[src/rtl/ssha3_seq.sv]
// Keccak plane walker: steps (x, y) over one command, turns each coordinate into
// a lane byte address through ssha3, and streams it out as a registered slice.

module ssha3 (
  input  logic [2:0] i_rs1,
  input  logic [2:0] i_rs2,
  input  logic       i_f_xy,
  input  logic       i_f_x1,
  input  logic       i_f_x2,
  input  logic       i_f_x4,
  input  logic       i_f_yx,
  output logic [4:0] o_idx
);

  logic [5:0] w_sum;
  logic [2:0] w_r;
  logic [5:0] w_r4;
  logic [5:0] w_r5;
  logic [5:0] w_k;
  logic [5:0] w_xk;
  logic [5:0] w_x;
  logic [5:0] w_y;

  assign w_x   = {3'b000, i_rs1};
  assign w_y   = {3'b000, i_rs2};
  // r = (2x + 3y) mod 5; 6 bits keeps 2*7 + 3*7 from overflowing
  assign w_sum = {2'b00, i_rs1, 1'b0} + w_y + {2'b00, i_rs2, 1'b0};
  assign w_r   = 3'(w_sum % 6'd5);
  assign w_r4  = {1'b0, w_r, 2'b00};
  assign w_r5  = w_r4 + {3'b000, w_r};

  // NOTE: every signal driven here gets a default first, so no path can infer a latch.
  always_comb begin
    w_k   = 6'd0;
    o_idx = 5'd0;
    if (i_f_x1) w_k = 6'd1;
    if (i_f_x2) w_k = 6'd2;
    if (i_f_x4) w_k = 6'd4;
    w_xk = (w_x + w_k) % 6'd5;
    if (i_f_xy) begin
      o_idx = 5'(w_x + w_r4 + w_y);
    end else if (i_f_x1 || i_f_x2 || i_f_x4) begin
      o_idx = 5'(w_xk + w_r4 + w_y);
    end else if (i_f_yx) begin
      o_idx = 5'(w_y + w_r5);
    end
  end

endmodule

module ssha3_seq #(
  parameter int ADDR_W = 32,
  parameter int ROWS   = 5
) (
  input  logic              g_clk,
  input  logic              g_resetn,
  input  logic              cmd_valid,
  output logic              cmd_ready,
  input  logic [2:0]        cmd_op,
  input  logic [ADDR_W-1:0] cmd_base,
  input  logic              cmd_abort,
  output logic              off_valid,
  input  logic              off_ready,
  output logic [ADDR_W-1:0] off_addr,
  output logic [2:0]        off_x,
  output logic [2:0]        off_y,
  output logic              off_last,
  output logic              done,
  output logic              err_op
);

  typedef enum logic {
    S_IDLE,
    S_RUN
  } state_e;

  typedef enum logic [2:0] {
    OP_XY = 3'd0,
    OP_X1 = 3'd1,
    OP_X2 = 3'd2,
    OP_X4 = 3'd3,
    OP_YX = 3'd4
  } op_e;

  localparam logic [2:0] LAST_Y = 3'(ROWS - 1);

  state_e            r_state;
  state_e            w_next_state;
  logic [2:0]        r_op;
  logic [ADDR_W-1:0] r_base;
  logic [2:0]        r_x;
  logic [2:0]        r_y;
  logic [ADDR_W-1:0] r_addr;
  logic              r_last;
  logic              r_done;
  logic              r_err_op;

  logic              w_op_legal;
  logic              w_start;
  logic              w_advance;
  logic              w_finish;
  logic              w_err;
  logic [2:0]        w_op_sel;
  logic [ADDR_W-1:0] w_base_sel;
  logic [2:0]        w_nx;
  logic [2:0]        w_ny;
  logic [4:0]        w_idx;
  logic [ADDR_W-1:0] w_next_addr;
  logic              w_next_last;

  assign w_op_legal = (cmd_op <= OP_YX);

  // NOTE: state registers use non-blocking assignments so every flop samples pre-edge values.
  always_ff @(posedge g_clk or negedge g_resetn) begin
    if (!g_resetn) begin
      r_state <= S_IDLE;
    end else begin
      r_state <= w_next_state;
    end
  end

  always_comb begin
    w_next_state = r_state;
    w_start      = 1'b0;
    w_advance    = 1'b0;
    w_finish     = 1'b0;
    w_err        = 1'b0;
    cmd_ready    = 1'b0;
    off_valid    = 1'b0;
    case (r_state)
      S_IDLE: begin
        cmd_ready = 1'b1;
        if (cmd_valid) begin
          if (w_op_legal) begin
            w_next_state = S_RUN;
            w_start      = 1'b1;
          end else begin
            w_err = 1'b1;
          end
        end
      end
      S_RUN: begin
        off_valid = 1'b1;
        // A handshake coinciding with abort is simply the last delivered beat.
        if (cmd_abort || (off_ready && r_last)) begin
          w_next_state = S_IDLE;
          w_finish     = 1'b1;
        end else if (off_ready) begin
          w_advance = 1'b1;
        end
      end
      default: w_next_state = S_IDLE;
    endcase
  end

  // The first beat is computed from the command itself so it is valid one cycle after accept.
  assign w_op_sel   = (r_state == S_IDLE) ? cmd_op : r_op;
  assign w_base_sel = (r_state == S_IDLE) ? cmd_base : r_base;

  always_comb begin
    w_nx = 3'd0;
    w_ny = 3'd0;
    if (r_state == S_RUN) begin
      if (r_x == 3'd4) begin
        w_nx = 3'd0;
        w_ny = r_y + 3'd1;
      end else begin
        w_nx = r_x + 3'd1;
        w_ny = r_y;
      end
    end
  end

  ssha3 u_ssha3 (
    .i_rs1  (w_nx),
    .i_rs2  (w_ny),
    .i_f_xy (w_op_sel == OP_XY),
    .i_f_x1 (w_op_sel == OP_X1),
    .i_f_x2 (w_op_sel == OP_X2),
    .i_f_x4 (w_op_sel == OP_X4),
    .i_f_yx (w_op_sel == OP_YX),
    .o_idx  (w_idx)
  );

  assign w_next_addr = w_base_sel + ADDR_W'({w_idx, 2'b00});
  assign w_next_last = (w_nx == 3'd4) && (w_ny == LAST_Y);

  always_ff @(posedge g_clk or negedge g_resetn) begin
    if (!g_resetn) begin
      r_op     <= 3'd0;
      r_base   <= '0;
      r_x      <= 3'd0;
      r_y      <= 3'd0;
      r_addr   <= '0;
      r_last   <= 1'b0;
      r_done   <= 1'b0;
      r_err_op <= 1'b0;
    end else begin
      r_done   <= w_finish;
      r_err_op <= w_err;
      if (w_start) begin
        r_op   <= cmd_op;
        r_base <= cmd_base;
      end
      if (w_start || w_advance) begin
        r_x    <= w_nx;
        r_y    <= w_ny;
        r_addr <= w_next_addr;
        r_last <= w_next_last;
      end else if (w_finish) begin
        r_last <= 1'b0;
      end
    end
  end

  assign off_addr = r_addr;
  assign off_x    = r_x;
  assign off_y    = r_y;
  assign off_last = r_last;
  assign done     = r_done;
  assign err_op   = r_err_op;

endmodule

[config.mk]
export PLATFORM = sky130hd
export DESIGN_NAME = ssha3_seq
export DESIGN_NICKNAME = d
export VERILOG_FILES = /design/src/rtl/ssha3_seq.sv
export SDC_FILE = /design/constraint.sdc
export NUM_CORES = 1
export LEC_CHECK = 0
export BUFFER_PORTS_ARGS = -buffer_cell sky130_fd_sc_hd__buf_4
export CORE_MARGIN = 3
export CORE_UTILIZATION = 53
export CTS_CLUSTER_SIZE = 8
export DETAILED_ROUTE_END_ITERATION = 10
export GPL_TIMING_DRIVEN = 0
export PLACE_DENSITY = 0.75
export SLEW_MARGIN = 40
export SYNTH_ARGS = -nofsm -noshare
export SYNTH_HDL_FRONTEND = slang
export SYNTH_SLANG_ARGS = --single-unit
[constraint.sdc]
create_clock -name g_clk -period 10.3 [get_ports g_clk]
set_input_delay 3.09 -clock g_clk [delete_from_list [all_inputs] [get_ports g_clk]]
set_output_delay 3.09 -clock g_clk [all_outputs]
set_load 0.1 [all_outputs]
Word-level counts from Yosys, hierarchy flattened
Index checks and enable logic that the tools add are counted.

Bits in registers: 77. Word-level logic and storage cells: 69.

Bitwise logic cells: 1. Mux-type cells: 29. $add $sub $neg: 12. Equal/unequal tests: 7. Magnitude comparators: 1. Reductions and logical operators: 8. Divide/modulo/power cells: 2.

Operator list (count): adder 32 x 7 -> 32 bit (1); two-way mux 32 bit (1); two-way mux 3 bit (6); two-way mux 1 bit (17); adder 5 x 3 -> 5 bit (3); two-way mux 5 bit (3); equality test 3 bit (second input constant) (4); remainder unit 6 x 3 -> 6 bit (second input constant) (2); adder 3 x 5 -> 5 bit (2); adder 3 x 1 -> 3 bit (second input constant) (2); adder 6 x 4 -> 6 bit (1); equality test 3 x 2 -> 1 bit (second input constant) (2); adder 4 x 3 -> 5 bit (1); adder 5 bit (1); adder 3 x 3 -> 4 bit (1); logical OR 1 bit (4); equality test 3 x 1 -> 1 bit (second input constant) (1); <= comparator 3 bit (second input constant) (1); logical NOT 3 bit (1); logical AND 1 bit (2); two-way mux 2 bit (1); case mux 1 bit (2 select lines) (1); nonzero test 2 bit (1); NOT 1 bit (1).

Longest topological paths before layout
Word-level depth: 12. Gate-level depth with buffers: 46. Depth with buffers taken out: 43.

Hierarchy
Synthesis repeated with hierarchy kept, for this count alone.

Cell total of the unflattened synthesis: 664. Area, all modules: 6162.2 um2.

Modules (own cells, without submodules): ssha3_seq (area an instance 4460.5 um2, seq. area each 1926.8 um2, cells each 444, times used 1); ssha3 (area an instance 1701.6 um2, seq. area each 0.0 um2, cells each 220, times used 1).

Least setup slack after synthesis
Ideal clock, no wire load.

Path type: reg-to-reg. From: register r_state. To: register r_addr[30], in the netlist off_addr[30]. Cell stages (with the launch flop): 46. Clock period less this slack: 10.629 ns. Required time: 10.165 ns. Slack: -0.329 ns. Setup time: 0.135 ns. Arrival time: 10.494 ns. Cells stage by stage: dfrtp_1 -> buf_6 -> buf_4 -> buf_1 -> buf_1 -> clkbuf_1 -> clkbuf_1 -> and3_1 -> ha_1 -> ha_1 -> a21oi_1 -> xnor2_1 -> ha_1 -> clkbuf_1 -> nand2_1 -> nand2_1 -> o21bai_2 -> or4_1 -> (+10 left out) -> xor2_1 -> ha_1 -> a21o_1 -> a21oi_1 -> xor2_1 -> xnor2_1 -> a21oi_1 -> a221o_1 -> mux2i_1 -> a21oi_1 -> ha_1 -> a21oi_1 -> nor3_1 -> and2_1 -> nand2_1 -> or4b_2 -> xnor2_1 -> o21ai_0.

RTL lines: from (decl) (line 87) `state_e r_state;`; from (signal assigned) (line 118) `r_state <= w_next_state;`; two-way mux 3 bit * (line 163) `if (r_state == S_RUN) begin`; named net u_ssha3.i_rs1[0] (line 5) `input logic [2:0] i_rs1,`; adder 4 x 3 -> 5 bit (line 27) `assign w_sum = {2'b00, i_rs1, 1'b0} + w_y + {2'b00, i_rs2, 1'b0};`; adder 6 x 4 -> 6 bit (line 27); remainder unit 6 x 3 -> 6 bit (line 28) `assign w_r = 3'(w_sum % 6'd5);`; adder 5 x 3 -> 5 bit (line 30) `assign w_r5 = w_r4 + {3'b000, w_r};`; adder 3 x 5 -> 5 bit (line 45) `o_idx = 5'(w_y + w_r5);`; two-way mux 5 bit (line 44) `end else if (i_f_yx) begin`; two-way mux 5 bit (line 42) `end else if (i_f_x1 || i_f_x2 || i_f_x4) begin`; two-way mux 5 bit * (line 40) `if (i_f_xy) begin`; adder 32 x 7 -> 32 bit * (line 185) `assign w_next_addr = w_base_sel + ADDR_W'({w_idx, 2'b00});`; to (signal assigned) (line 208) `r_addr <= w_next_addr;`; to (decl) (line 93) `logic [ADDR_W-1:0] r_addr;`.

Mark *: on every way through the listed nets, which the timed path passes. The rest lies on a longest branch. A chain may end at the register's enable or synchronous reset.

Worst setup path after layout
From: input port cmd_op[0]. To: register r_addr[30], in the netlist off_addr[30].

Cells in the longest elaborated chain, start to end: 12.

RTL lines: from (decl) (line 59) `input logic [2:0] cmd_op,`; two-way mux 3 bit (line 157) `assign w_op_sel = (r_state == S_IDLE) ? cmd_op : r_op;`; equality test 3 x 1 -> 1 bit (line 178) `.i_f_x1 (w_op_sel == OP_X1),`; two-way mux 1 bit (line 36) `if (i_f_x1) w_k = 6'd1;`; two-way mux 2 bit (line 37) `if (i_f_x2) w_k = 6'd2;`; two-way mux 3 bit (line 38) `if (i_f_x4) w_k = 6'd4;`; adder 3 x 3 -> 4 bit (line 39) `w_xk = (w_x + w_k) % 6'd5;`; remainder unit 6 x 3 -> 6 bit (line 39); adder 5 bit (line 43) `o_idx = 5'(w_xk + w_r4 + w_y);`; adder 5 x 3 -> 5 bit (line 43); two-way mux 5 bit (line 42); two-way mux 5 bit (line 40); adder 32 x 7 -> 32 bit (line 185).

Parallel ways exist; a longest one is shown, timed or not.

==> results_tabular.tex <==
\begin{tabular}{lr}
\hline
Metric & Value \\
\hline
\multicolumn{2}{l}{\textbf{GRT}} \\
GRT Util Overall & 0.238 \\
Largest net degree at the start of global routing & 78 \\
Total grt overflow & 0 \\
First-pass GRT wire length & 24,500 microns \\
Via count of the first global-routing pass & 5,076 \\
Initial antenna violation count & 0 \\
\multicolumn{2}{l}{\textbf{Critical path}} \\
Category of the worst setup path capture point & flip-flop \\
Flop-to-flop setup slack & 0.49 ns \\
Crit-path most repeated cell & sky130\_fd\_sc\_hd\_\_ha\_1 \\
Setup crit start kind & primary input \\
Last element of the critical path & off\_addr[30] \\
Crit Reg-Reg Startpoint & off\_x[0] \\
Req. time, crit path & 10.52 ns \\
Arr. time, crit path & 10.13 ns \\
Terminus of the critical flop-to-flop path & off\_addr[30] \\
Worst-path cell with the longest stage delay & sky130\_fd\_sc\_hd\_\_or4b\_2 \\
Reg2reg path depth & 42 \\
Max FO, Critical Path & 9 \\
Max incr delay on CP & 0.69 ns \\
Kind of critical path & primary input to flip-flop \\
Beginning of the critical path & cmd\_op[0] \\
\multicolumn{2}{l}{\textbf{Floorplan}} \\
Core ar. & 10,500 sq um \\
Die span in x & 110 microns \\
Die Height & 110 microns \\
Standard-cell row count & 37 \\
I/O Pins & 83 \\
Floorplan die area & 12,200 sq um \\
Initial core utilization & 0.553 \\
\multicolumn{2}{l}{\textbf{Final layout}} \\
Antenna cells & 0 \\
Filler cell count & 876 \\
Fraction of final layout cells sized beyond drive strength 1 & 0.221 \\
Final design area excluding fillers & 6890 sq um \\
FF+latch area & 1930 sq um \\
Finished Layout Cells & 902 \\
Multi-input gate area & 3750 sq um \\
Area growth syn-to-layout & 19.1\% \\
Net count reported at finish & 851 \\
\multicolumn{2}{l}{\textbf{Synth}} \\
Syn Std Cell Area & 5790 sq um \\
Fraction of the mapped netlist area in compound gates & 0.142 \\
Post-synthesis area per instance & 8.62 sq um \\
Post-synthesis adder-cell area fraction & 0.115 \\
Count of unique library cells instantiated by Yosys & 74 \\
YS warnings & 0 \\
Number of enable-type register cells in the synthesized netlist & 0 \\
Most common flop cell mapped by yosys & sky130\_fd\_sc\_hd\_\_dfrtp\_1 \\
Post-synthesis share of cell area spent on and, or, nand and nor gates & 0.203 \\
Number of standard cells after synthesis & 671 \\
Sequential cell area fraction in the yosys report & 0.333 \\
Multiplexer area fraction after synthesis & 0.0884 \\
Combinational family with the most area after synthesis & simple AND/OR/NAND/NOR gates \\
Syn nets & 760 \\
Xor and xnor area share after synthesis & 0.0785 \\
Flop and latch count out of synthesis & 77 \\
Fraction of registers with async set or reset after synthesis & 1.00 \\
\multicolumn{2}{l}{\textbf{Flow run}} \\
Max-cap check violation count & 0 \\
\multicolumn{2}{l}{\textbf{Route}} \\
Wire per inst & 16.5 microns \\
Top sig layer & met4 \\
Via count & 5,146 \\
Number of design-rule violations left by the first detailed-router iteration & 389 \\
Met2 layer wire length in the routed design & 7530 microns \\
DR pass1 iterations & 5 \\
Metal3 WL & 703 microns \\
Post-detailed-routing wire length & 14,800 microns \\
M1 wire length & 6450 microns \\
\# DRC & 0 \\
Remaining number of nets flagged by the antenna check after routing & 0 \\
Via/cell ratio & 5.71 \\
\multicolumn{2}{l}{\textbf{Hold path}} \\
Class of the worst hold path & flip-flop to flip-flop \\
\multicolumn{2}{l}{\textbf{Timing}} \\
Setup\_tns & 0 ns \\
Final-layout worst hold slack & 0.477 ns \\
Slew at the pin closest to its max-slew limit & 0.823 ns \\
Worst Setup Slack, final & 0.387 ns \\
Number of endpoints failing setup at the final stage & 0 \\
Clock skew after layout & 0.00832 ns \\
Maximum clock frequency & 0.101 GHz \\
Final critical-path share of the clock period & 0.962 \\
Final min period & 9.91 ns \\
Slew Limit Headroom & 0.452 \\
Number of max-slew violations in the final report & 0 \\
Final Hold Violating Endpoints & 0 \\
\multicolumn{2}{l}{\textbf{Outcome}} \\
Outcome & complete, no violations \\
\multicolumn{2}{l}{\textbf{CTS}} \\
CTS tree & done \\
CTS max path bufs & 2 \\
Root buffer cell & sky130\_fd\_sc\_hd\_\_clkbuf\_8 \\
Clk sink count & 77 \\
Clock buffers created by TritonCTS & 9 \\
Clock-pin slew reported for the worst setup and hold paths after clock tree synthesis & 0.08 ns \\
H-Tree Level Count & 3 \\
Clock Latency Late Sink & 0.35 ns \\
\multicolumn{2}{l}{\textbf{Power}} \\
Power per cell area & 240 nW/um\^{}2 \\
Leakage power summed over all cells & 0.00341 uW \\
Max rail drop VDD & 0.192 mV \\
\multicolumn{2}{l}{\textbf{Place}} \\
Total cell area at the placement stage & 6580 sq um \\
Port-buffer cells & 82 \\
Number of placed cells counting well taps & 889 \\
Placer's final routability congestion estimate & 0.905 \\
Worst setup slack before clock tree synthesis & -2.06 ns \\
Placed wire-length estimate after detailed placement & 11,100 microns \\
\hline
\end{tabular}
[per-layer routing]
layer  up-vias  track usage
met5         -            0
met4         0       0.0460
met3        14       0.0433
met2       135        0.416
met1      2498        0.311
li1       2499            -
[synth_stat cells, types with 5 or more instances]
cell                       instances  area share
sky130_fd_sc_hd__mux2i_1          32       0.055
sky130_fd_sc_hd__nor2b_1           6      0.0065
sky130_fd_sc_hd__a21oi_1          23       0.020
sky130_fd_sc_hd__mux2_2           15       0.029
sky130_fd_sc_hd__nor3_1            9      0.0078
sky130_fd_sc_hd__nand3_1          11      0.0095
sky130_fd_sc_hd__buf_1             5      0.0032
sky130_fd_sc_hd__xor2_1           26       0.039
sky130_fd_sc_hd__fa_1              6       0.021
sky130_fd_sc_hd__o21ai_0          45       0.039
sky130_fd_sc_hd__o22ai_1           6      0.0065
sky130_fd_sc_hd__inv_1            25       0.016
sky130_fd_sc_hd__dfrtp_1          77        0.33
sky130_fd_sc_hd__xnor2_1          24       0.036
sky130_fd_sc_hd__nand2_1         167        0.11
sky130_fd_sc_hd__nor2_1           30       0.019
sky130_fd_sc_hd__a21o_1            7      0.0091
sky130_fd_sc_hd__clkbuf_1         19       0.012
sky130_fd_sc_hd__ha_1             43       0.093
[area by class of cell]
| class | count | share of cell area |
|---|---|---|
| multi-input cells | 539 | 0.544 |
| repair buffers | 87 | 0.0953 |
| flip-flops and latches | 77 | 0.280 |
| well taps | 136 | 0.0247 |
| clock buffers | 10 | 0.0200 |
| plain buffers | 21 | 0.0158 |
| clock inverters | 5 | 0.00508 |
| inverters | 27 | 0.0147 |
[critical path: cells and delay by family]
kind,cells,cell delay (ns)
AOI/OAI and AO/OA,11,2.12
and+or+nand+nor,6,1.48
adders and majority gates,8,2.19
muxes,1,0.15
xor gates and xnor gates,4,0.70
buffers and inverters,5,0.42
[power by group]
group | internal [uW] | switching [uW] | leakage, uW
clock | 93.7 | 115 | 0.0000889
combinational | 281 | 713 | 0.00236
sequential | 386 | 61.1 | 0.000965
total | 761 | 889 | 0.00341
[stage by stage]
| stage | utilization | total power, uW |
|---|---|---|
| floorplan | - | 1180 |
| global placement | 0.629 | 1380 |
| detailed placement | 0.629 | 1410 |
| CTS | 0.651 | 1620 |
| global route | 0.659 | 1750 |
| finish | 0.659 | 1650 |
[state kept, by name, indices dropped and copies added (netlist names), 3 cells and up]
signal and flops:
off_addr 32, r_base 32, off_y 3, r_op 3, off_x 3
[cells in the final DEF (no fill, tap or decap), types with 4 or more instances in the layout]
master                     count
sky130_fd_sc_hd__nand2_1     167
sky130_fd_sc_hd__a31oi_1       4
sky130_fd_sc_hd__nor3_1        8
sky130_fd_sc_hd__mux2i_1      31
sky130_fd_sc_hd__fa_1          5
sky130_fd_sc_hd__a21oi_2       4
sky130_fd_sc_hd__nor2_1       28
sky130_fd_sc_hd__inv_1        22
sky130_fd_sc_hd__a21oi_1      19
sky130_fd_sc_hd__o21ai_0      43
sky130_fd_sc_hd__ha_1         39
sky130_fd_sc_hd__xnor2_1      23
sky130_fd_sc_hd__nor2b_1       6
sky130_fd_sc_hd__buf_4        87
sky130_fd_sc_hd__xor2_1       23
sky130_fd_sc_hd__mux2_2       14
sky130_fd_sc_hd__clkbuf_8     10
sky130_fd_sc_hd__a21o_1        7
sky130_fd_sc_hd__nand2b_1      4
sky130_fd_sc_hd__nand3_1      11
sky130_fd_sc_hd__dfrtp_1      75
sky130_fd_sc_hd__inv_2         5
sky130_fd_sc_hd__o22ai_1       6
sky130_fd_sc_hd__clkbuf_1     13
[worst min-delay path by stage]
stage,from,endpoint,cells past startpoint
floorplan,r_base[20],r_base[20],2
global placement,r_base[2],r_base[2],2
detailed placement,r_base[19],r_base[19],2
CTS,r_base[7],r_base[7],2
global route,r_base[5],r_base[5],2
finish,r_base[2],r_base[2],2
[cell families after synthesis]
group           count (synthesis)
simple gates                  264
buf+inv                        55
compound gates                126
flops                          77
fa+ha+maj                      50
mux                            48
xor+xnor                       51
[timing repair]
item	4_1_cts	5_1_grt
setup endpoints to repair	26	8
pin swaps	2	4
resized for setup	17	24
setup buffers	2	3
hold buffers	0	0
Note: power is estimated with default switching activity, not from simulation.
